<file path="config.mk">
export PLATFORM = sky130hd
export DESIGN_NAME = ecrc_seq_ctrl_flat
export DESIGN_NICKNAME = d
export VERILOG_FILES = /design/src/rtl/ecrc_pkg.sv /design/src/rtl/ecrc_seq_ctrl_if.sv /design/src/rtl/ecrc_out_reg.sv /design/src/rtl/ecrc_seq_ctrl.sv /design/src/flat_wrapper.sv
export SDC_FILE = /design/constraint.sdc
export NUM_CORES = 1
export LEC_CHECK = 0
export BUFFER_PORTS_ARGS = -buffer_cell sky130_fd_sc_hd__buf_2
export CAP_MARGIN = 15
export CORE_AREA = 2 2 244 246
export DETAILED_ROUTE_END_ITERATION = 12
export DIE_AREA = 0 0 246 248
export PLACE_DENSITY = 0.41
export SYNTH_ARGS = -nofsm -noshare
export SYNTH_HDL_FRONTEND = slang
export SYNTH_SLANG_ARGS = --single-unit
export TNS_END_PERCENT = 1
</file>
<file path="constraint.sdc">
create_clock -name clk -period 2.25 [get_ports clk]
set_clock_uncertainty 0.1 [all_clocks]
set_input_delay 0.3375 -clock clk [delete_from_list [all_inputs] [get_ports clk]]
set_output_delay 0.3375 -clock clk [all_outputs]
set_load 0.005 [all_outputs]
</file>
<file path="src/rtl/ecrc_pkg.sv">
// Shared definitions for the ECRC sequencing controller: FSM encoding, CRC seed
// and the per-byte bit-reversal applied to the transmitted ECRC.
package ecrc_pkg;

   localparam logic [1:0] ST_IDLE   = 2'd0;
   localparam logic [1:0] ST_ACCUM  = 2'd1;
   localparam logic [1:0] ST_PASS   = 2'd2;
   localparam logic [1:0] ST_APPEND = 2'd3;

   localparam logic [31:0] CRC_INIT = 32'hFFFF_FFFF;

   function automatic logic [31:0] byte_bitrev(input logic [31:0] v);
      logic [31:0] r;
      r = '0;
      for (int unsigned b = 0; b < 4; b++) begin
         for (int unsigned k = 0; k < 8; k++) begin
            r[8*b + k] = v[8*b + 7 - k];
         end
      end
      return r;
   endfunction

endpackage

</file>
<file path="src/rtl/ecrc_seq_ctrl_if.sv">
// Beat, CRC-engine and ECRC handshake signals of the ECRC sequencing controller.
// slave = controller view, master = surrounding datapath / engine view.
interface ecrc_seq_ctrl_if #(
   parameter int DATA_WIDTH   = 256,
   parameter int LENGTH_WIDTH = 4,
   parameter int POLY_WIDTH   = 32
) ();

   logic                    i_valid;
   logic                    o_ready;
   logic                    i_sop;
   logic                    i_eop;
   logic                    i_td;
   logic [DATA_WIDTH-1:0]   i_data;
   logic [LENGTH_WIDTH-1:0] i_len;
   logic [DATA_WIDTH-1:0]   o_crc_msg;
   logic [LENGTH_WIDTH-1:0] o_crc_len;
   logic                    o_crc_en;
   logic [POLY_WIDTH-1:0]   o_crc_seed;
   logic                    o_crc_seed_load;
   logic [POLY_WIDTH-1:0]   i_crc;
   logic                    o_ecrc_valid;
   logic                    i_ecrc_ready;
   logic [POLY_WIDTH-1:0]   o_ecrc;
   logic                    o_err;

   modport slave (
      input  i_valid, i_sop, i_eop, i_td, i_data, i_len, i_crc, i_ecrc_ready,
      output o_ready, o_crc_msg, o_crc_len, o_crc_en, o_crc_seed, o_crc_seed_load,
             o_ecrc_valid, o_ecrc, o_err
   );

   modport master (
      output i_valid, i_sop, i_eop, i_td, i_data, i_len, i_crc, i_ecrc_ready,
      input  o_ready, o_crc_msg, o_crc_len, o_crc_en, o_crc_seed, o_crc_seed_load,
             o_ecrc_valid, o_ecrc, o_err
   );

endinterface

</file>
<file path="src/rtl/ecrc_out_reg.sv">
// Holding register for the finished ECRC; loaded on entry to APPEND, cleared when
// the framer takes it, so the value is stable while valid and not ready.
module ecrc_out_reg #(
   parameter int POLY_WIDTH = 32
) (
   input  logic                  clk,
   input  logic                  rst_n,
   input  logic                  load_i,
   input  logic [POLY_WIDTH-1:0] ecrc_i,
   input  logic                  take_i,
   output logic [POLY_WIDTH-1:0] ecrc_o,
   output logic                  valid_o
);

   logic [POLY_WIDTH-1:0] ecrc_q;
   logic                  valid_q;

   always_ff @(posedge clk) begin
      if (!rst_n) begin
         ecrc_q  <= '0;
         valid_q <= 1'b0;
      end else if (load_i) begin
         ecrc_q  <= ecrc_i;
         valid_q <= 1'b1;
      end else if (valid_q && take_i) begin
         ecrc_q  <= '0;
         valid_q <= 1'b0;
      end
   end

   assign ecrc_o  = ecrc_q;
   assign valid_o = valid_q;

endmodule

</file>
<file path="src/rtl/ecrc_seq_ctrl.sv">
// Sequences an external combinational CRC32 engine over the beats of one TLP and
// hands the final ECRC to the framer. Optional macro: ECRC_VARIANT_MASK_EN.
module ecrc_seq_ctrl
   import ecrc_pkg::*;
#(
   parameter int DATA_WIDTH   = 256,
   parameter int LENGTH_WIDTH = 4,
   parameter int POLY_WIDTH   = 32
) (
   input logic             clk,
   input logic             rst_n,
   ecrc_seq_ctrl_if.slave  bus
);

   localparam int unsigned MAX_DW = DATA_WIDTH / 32;

   logic [1:0]            state_q, state_d;
   logic [POLY_WIDTH-1:0] crc_q, crc_d;
   logic                  err_q, err_d;
   logic                  accept, in_tlp, beat_ok, td_eff, len_ok, crc_en, load_ecrc;
   logic [DATA_WIDTH-1:0] msg;

   assign bus.o_ready = (state_q != ST_APPEND);
   assign accept      = bus.i_valid & bus.o_ready;
   assign in_tlp      = (state_q == ST_ACCUM) || (state_q == ST_PASS);
   assign beat_ok     = accept & (bus.i_sop | in_tlp);
   assign td_eff      = bus.i_sop ? bus.i_td : (state_q == ST_ACCUM);
   assign len_ok      = (bus.i_len != '0) && (32'(bus.i_len) <= MAX_DW);
   assign crc_en      = rst_n & beat_ok & td_eff & len_ok;

`ifdef ECRC_VARIANT_MASK_EN
   // Type[0] and EP are hashed as 1 so the ECRC is independent of them.
   always_comb begin
      msg = bus.i_data;
      if (bus.i_sop) begin
         msg[DATA_WIDTH-8]  = 1'b1;
         msg[DATA_WIDTH-18] = 1'b1;
      end
   end
`else
   assign msg = bus.i_data;
`endif

   assign bus.o_crc_msg       = msg;
   assign bus.o_crc_len       = bus.i_len;
   assign bus.o_crc_en        = crc_en;
   assign bus.o_crc_seed_load = rst_n & accept & bus.i_sop;
   assign bus.o_crc_seed      = bus.i_sop ? CRC_INIT : crc_q;

   always_comb begin
      state_d = state_q;
      crc_d   = crc_q;
      err_d   = 1'b0;
      if (accept) begin
         if (bus.i_sop) begin
            // a SOP always restarts, aborting any TLP in flight
            crc_d = CRC_INIT;
            if (in_tlp) err_d = 1'b1;
            if (bus.i_td) state_d = bus.i_eop ? ST_APPEND : ST_ACCUM;
            else          state_d = bus.i_eop ? ST_IDLE   : ST_PASS;
         end else if (in_tlp) begin
            if (bus.i_eop) state_d = (state_q == ST_ACCUM) ? ST_APPEND : ST_IDLE;
         end else begin
            err_d = 1'b1;
         end
         if (beat_ok && !len_ok) err_d = 1'b1;
         if (crc_en) crc_d = bus.i_crc;
      end else if ((state_q == ST_APPEND) && bus.i_ecrc_ready) begin
         state_d = ST_IDLE;
         crc_d   = CRC_INIT;
      end
   end

   always_ff @(posedge clk) begin
      if (!rst_n) begin
         state_q <= ST_IDLE;
         crc_q   <= CRC_INIT;
         err_q   <= 1'b0;
      end else begin
         state_q <= state_d;
         crc_q   <= crc_d;
         err_q   <= err_d;
      end
   end

   assign load_ecrc = accept & (state_d == ST_APPEND);
   assign bus.o_err = err_q;

   ecrc_out_reg #(.POLY_WIDTH(POLY_WIDTH)) u_out (
      .clk     (clk),
      .rst_n   (rst_n),
      .load_i  (load_ecrc),
      .ecrc_i  (~byte_bitrev(crc_d)),
      .take_i  (bus.i_ecrc_ready),
      .ecrc_o  (bus.o_ecrc),
      .valid_o (bus.o_ecrc_valid)
   );

endmodule

</file>
<file path="src/flat_wrapper.sv">
// flat-port wrapper written by rule: the top's interface ports become plain ports
module ecrc_seq_ctrl_flat import ecrc_pkg::*;
#(
   parameter int DATA_WIDTH   = 256,
   parameter int LENGTH_WIDTH = 4,
   parameter int POLY_WIDTH   = 32
)
  (clk, rst_n, bus_i_valid, bus_i_sop, bus_i_eop, bus_i_td, bus_i_data, bus_i_len, bus_i_crc, bus_i_ecrc_ready, bus_o_ready, bus_o_crc_msg, bus_o_crc_len, bus_o_crc_en, bus_o_crc_seed, bus_o_crc_seed_load, bus_o_ecrc_valid, bus_o_ecrc, bus_o_err);
  ecrc_seq_ctrl_if #(.DATA_WIDTH(DATA_WIDTH), .LENGTH_WIDTH(LENGTH_WIDTH), .POLY_WIDTH(POLY_WIDTH)) bus_i ();
  input logic clk;
  input logic rst_n;
  input wire logic [$bits(bus_i.i_valid)-1:0] bus_i_valid;
  input wire logic [$bits(bus_i.i_sop)-1:0] bus_i_sop;
  input wire logic [$bits(bus_i.i_eop)-1:0] bus_i_eop;
  input wire logic [$bits(bus_i.i_td)-1:0] bus_i_td;
  input wire logic [$bits(bus_i.i_data)-1:0] bus_i_data;
  input wire logic [$bits(bus_i.i_len)-1:0] bus_i_len;
  input wire logic [$bits(bus_i.i_crc)-1:0] bus_i_crc;
  input wire logic [$bits(bus_i.i_ecrc_ready)-1:0] bus_i_ecrc_ready;
  output wire logic [$bits(bus_i.o_ready)-1:0] bus_o_ready;
  output wire logic [$bits(bus_i.o_crc_msg)-1:0] bus_o_crc_msg;
  output wire logic [$bits(bus_i.o_crc_len)-1:0] bus_o_crc_len;
  output wire logic [$bits(bus_i.o_crc_en)-1:0] bus_o_crc_en;
  output wire logic [$bits(bus_i.o_crc_seed)-1:0] bus_o_crc_seed;
  output wire logic [$bits(bus_i.o_crc_seed_load)-1:0] bus_o_crc_seed_load;
  output wire logic [$bits(bus_i.o_ecrc_valid)-1:0] bus_o_ecrc_valid;
  output wire logic [$bits(bus_i.o_ecrc)-1:0] bus_o_ecrc;
  output wire logic [$bits(bus_i.o_err)-1:0] bus_o_err;
  assign bus_i.i_valid = bus_i_valid;
  assign bus_i.i_sop = bus_i_sop;
  assign bus_i.i_eop = bus_i_eop;
  assign bus_i.i_td = bus_i_td;
  assign bus_i.i_data = bus_i_data;
  assign bus_i.i_len = bus_i_len;
  assign bus_i.i_crc = bus_i_crc;
  assign bus_i.i_ecrc_ready = bus_i_ecrc_ready;
  assign bus_o_ready = bus_i.o_ready;
  assign bus_o_crc_msg = bus_i.o_crc_msg;
  assign bus_o_crc_len = bus_i.o_crc_len;
  assign bus_o_crc_en = bus_i.o_crc_en;
  assign bus_o_crc_seed = bus_i.o_crc_seed;
  assign bus_o_crc_seed_load = bus_i.o_crc_seed_load;
  assign bus_o_ecrc_valid = bus_i.o_ecrc_valid;
  assign bus_o_ecrc = bus_i.o_ecrc;
  assign bus_o_err = bus_i.o_err;
  ecrc_seq_ctrl #(.DATA_WIDTH(DATA_WIDTH), .LENGTH_WIDTH(LENGTH_WIDTH), .POLY_WIDTH(POLY_WIDTH)) u_core (.clk(clk), .rst_n(rst_n), .bus(bus_i));
endmodule
</file>
==> summary.md <==
| Metric | Value |
|---|---|
| Outcome | complete, no violations |
| CTS tree | yes |
| Die ar. | 61010 um2 |
| Worst setup path end | bus_o_crc_en |
| Core footprint | 58460 um2 |
| Hpwl dp | approximately 17 mm |
| Die X | about 250 um |
| CP endpoint kind | output pin |
| Syn_area_per_cell | 8.416 um2 |
| Dpl cells | between 1000 and 1500 |
| Die H | 248 um |
| Critical Path Source | u_core.state_q[1] |
| Clk buf depth | 2 |
| R2R cell count | 9 |
| Reg2reg setup slack | 190 ps |
| Worst skew pair latency | about 340 ps |
| LEAKAGE | approximately 1.7 nW |
| Cell Count, Final, Fillers Out | 1262 |
| Synthesized net count | 938 |
| Setup_tns | 0 ps |
| Startpoint Class | flip-flop |
| Final instance area | 5488 um2 |
| Minimum clock period | 2135 ps |
| RSZ-0062 raised after global routing | no |
| Vias in the first global route | between 3000 and 4000 |
| Worst r2r src | u_core.state_q[1] |
| CTS sink count | 68 |
| Crit Path Category | flip-flop to output pin |
| RePlAce Congestion | 0.7044 |
| Crit path max fanout | 2 |
| Initial antenna violation count | 5 |
| GRT Overall Usage | roughly 7% |
| Area occupied by multi-input gates | 1928 um2 |
| H-Tree Depth | 3 |
| Number of cell rows | 89 |
| Post-Syn Instances | 636 |
| First-pass GRT wire length | roughly 30 mm |
| Crit path largest cell delay | 340 ps |
| Final Setup Violations | 0 |
| Post-layout nets | between 700 and 800 |
| Layout area overhead | 2.524% |
| Final setup margin | 115.3 ps |
| Netlist cell types | 39 |
| Via count | 3840 |
| Crit-path slowest cell | dfxtp_2 |
| Crit path DAT | 1700 ps |
| Pre-CTS setup slack | between 70 and 80 ps |
| Final hold viol count | 0 |
| Pin count of the biggest net entering global routing | between 50 and 60 |
| Seq cells post-synth | 68 |
| Starting Density | a little under a tenth |
| Residual DRC | 0 |
| Ant diodes | 0 |
| Sequential share of the synthesized area | 25.43% |
| Met3 Use GR | 4.747% |
| Pwr dens | ~580 nW/um2 |
| Top Ports | 628 |
| Hold buffer count at CTS | 0 |
| Synth warn | 0 |
| Routed len/inst | 17.93 um |
| Reg2reg end | u_core.u_out.ecrc_o[14] |
| Syn Std Cell Area | 5353 um2 |
| WL final | 22.63 mm |
| Maximum VDD drop | 0.0002445 V |
| Post-synth top area share | 36.47% |
| Hold crit path type | primary input to flip-flop |
| CP required | 1810 ps |
| Port-buffer cells | 115 |
| Worst slew pin tran | 622.6 ps |
| Crit-path cells | inv_2 > ha_4 > ha_4 > nand4b_1 > nor2_4 > buf_6 > buf_6 |
| Layout cells sized above 1 | 49.28% |
| Num CTS Buffers | 9 |
| DR vias/cell | 3.043 |
| Post-route ant nets | 0 |
| Rel. slew slack | 58.49% |
| GR Util met1 | 6.301% |
| Fin crit share | around 95% |
| Busiest grt layer | met2 |
| Synth area leaders | buf_4 36%, dfxtp_1 25%, a211oi_2 7.0% |
| Grt total ovfl | 0 |
| Dpl cell area | a little over 5000 um2 |
| First-pass detailed-route iteration total | 4 |
| Worst-path clk slew | 60 ps |
| Reg area | 1366 um2 |
| Max-cap violations | 0 |
| Root Driver | clkbuf_16 |
| Met2 usage | 11.51% |
| Fin. max-slew vios | 0 |
| Yosys top cell by area | buf_4 |
| Fmax achieved | 0.4685 GHz |
| Fill cells | 6787 |
| Initial DRC Count | 137 |
==> stage by stage <==
step                      util, %  hold WS [ps]  power, mW
after floorplan                 -         359.2      1.791
final                       9.387         179.4      3.166
after global routing        9.387         169.2      3.337
after CTS                   9.329         158.7      3.264
after global placement      8.661         365.2      1.615
after detailed placement    8.661         370.7      1.614
==> worst max-delay path: cells and delay by family (launching register included) <==
kind / cells / cell delay (ps)
flops: 1 / 340
buf+inv: 3 / 260
simple gates: 2 / 380
fa+ha+maj: 2 / 380
==> cells in the final DEF, fill, tap and decap left out, types with 2 or more instances in the layout <==
cell type | synthesis | routed
o21ai_1 | 30 | 30
nor4_1 | 32 | 30
nor2b_1 | 2 | 2
o21ai_0 | 3 | 3
inv_2 | 0 | 2
inv_1 | 5 | 3
nor2_1 | 38 | 36
buf_4 | 260 | 20
buf_2 | 11 | 114
a211oi_2 | 30 | 30
clkbuf_16 | 0 | 9
ha_4 | 0 | 2
nor3_1 | 32 | 32
buf_6 | 3 | 3
nor4_2 | 0 | 2
clkbuf_8 | 0 | 2
a211oi_1 | 2 | 2
nor2_4 | 0 | 2
or2_2 | 32 | 32
buf_12 | 0 | 7
bufinv_16 | 0 | 2
dfxtp_1 | 68 | 66
a221o_1 | 32 | 32
==> synth_stat cells <==
cell,n
a211oi_1,2
a211oi_2,30
a21boi_0,1
a21o_1,1
a21oi_1,1
a221o_1,32
a31oi_1,1
and2_1,1
and3b_1,1
and4b_1,1
buf_1,1
buf_2,11
buf_4,260
buf_6,3
clkbuf_1,29
dfxtp_1,68
ha_1,3
inv_1,5
mux2_2,1
mux2i_1,1
nand2_1,1
nand2b_1,1
nand3_1,2
nand4_2,1
nand4b_1,1
nor2_1,38
nor2b_1,2
nor3_1,32
nor4_1,32
o2111ai_1,1
o211a_1,2
o21ai_0,3
o21ai_1,30
o22ai_1,1
o31a_1,1
o31ai_2,1
or2_2,32
or4_4,1
xnor2_1,1
==> cell families (layout without fill, tap and decap cells) <==
kind of cell	count (synthesis)	after routing	share of synthesized area, %
compound gates	107	107	17.91
mux	2	2	0.3974
flops	68	68	25.43
xor+xnor	1	1	0.1637
buf+inv	309	162	40.58
simple gates	146	146	14.82
fa+ha+maj	3	3	0.7013
==> power by group <==
group / internal, mW / total [mW] / switching (mW)
Combinational: 0.124 / 0.373 / 0.249
Sequential: 1.22 / 1.23 / 0.00938
Clock: 1.01 / 1.57 / 0.555
==> sequential cells by signal, summed over array words and instances (netlist names) <==
register,flops
u_core.crc_q,32
u_core.u_out.ecrc_o,32
u_core.state_q,2
u_core.u_out.valid_o,1
u_core.bus.o_err,1
==> layer usage <==
layer  vias up  part of all wire [%]
met5         -                  0.46
met3       127                    15
met2       307                    46
met4        10                   6.9
met1      1757                    31
li1       1639                     -
==> how the worst min path moves through the flow <==
stage | startpoint | endpoint | cells after the start
5_1_grt | bus_i_crc[6] | u_core.crc_q[6] | 3
4_1_cts | bus_i_crc[16] | u_core.crc_q[16] | 3
3_5_place_dp | u_core.u_out.ecrc_o[17] | u_core.u_out.ecrc_o[17] | 1
2_1_floorplan | rst_n | u_core.u_out.valid_o | 1
6_report | bus_i_crc[31] | u_core.crc_q[31] | 3
3_3_place_gp | u_core.u_out.ecrc_o[23] | u_core.u_out.ecrc_o[23] | 1
==> area by class of cell <==
type,count,share of cell area (%)
clock inverter,2,1.094
timing repair buffer,144,16.30
clock buffer,11,4.606
inverter,5,0.3420
sequential,68,24.90
tap,773,17.62
multi-input combinational,259,35.13
==> what timing repair did <==
item,in CTS,in global routing
resized for setup,12,4
pin swaps,3,3
setup endpoints to repair,1,9
setup buffers,4,2
Power figures use the tool's default switching activity.
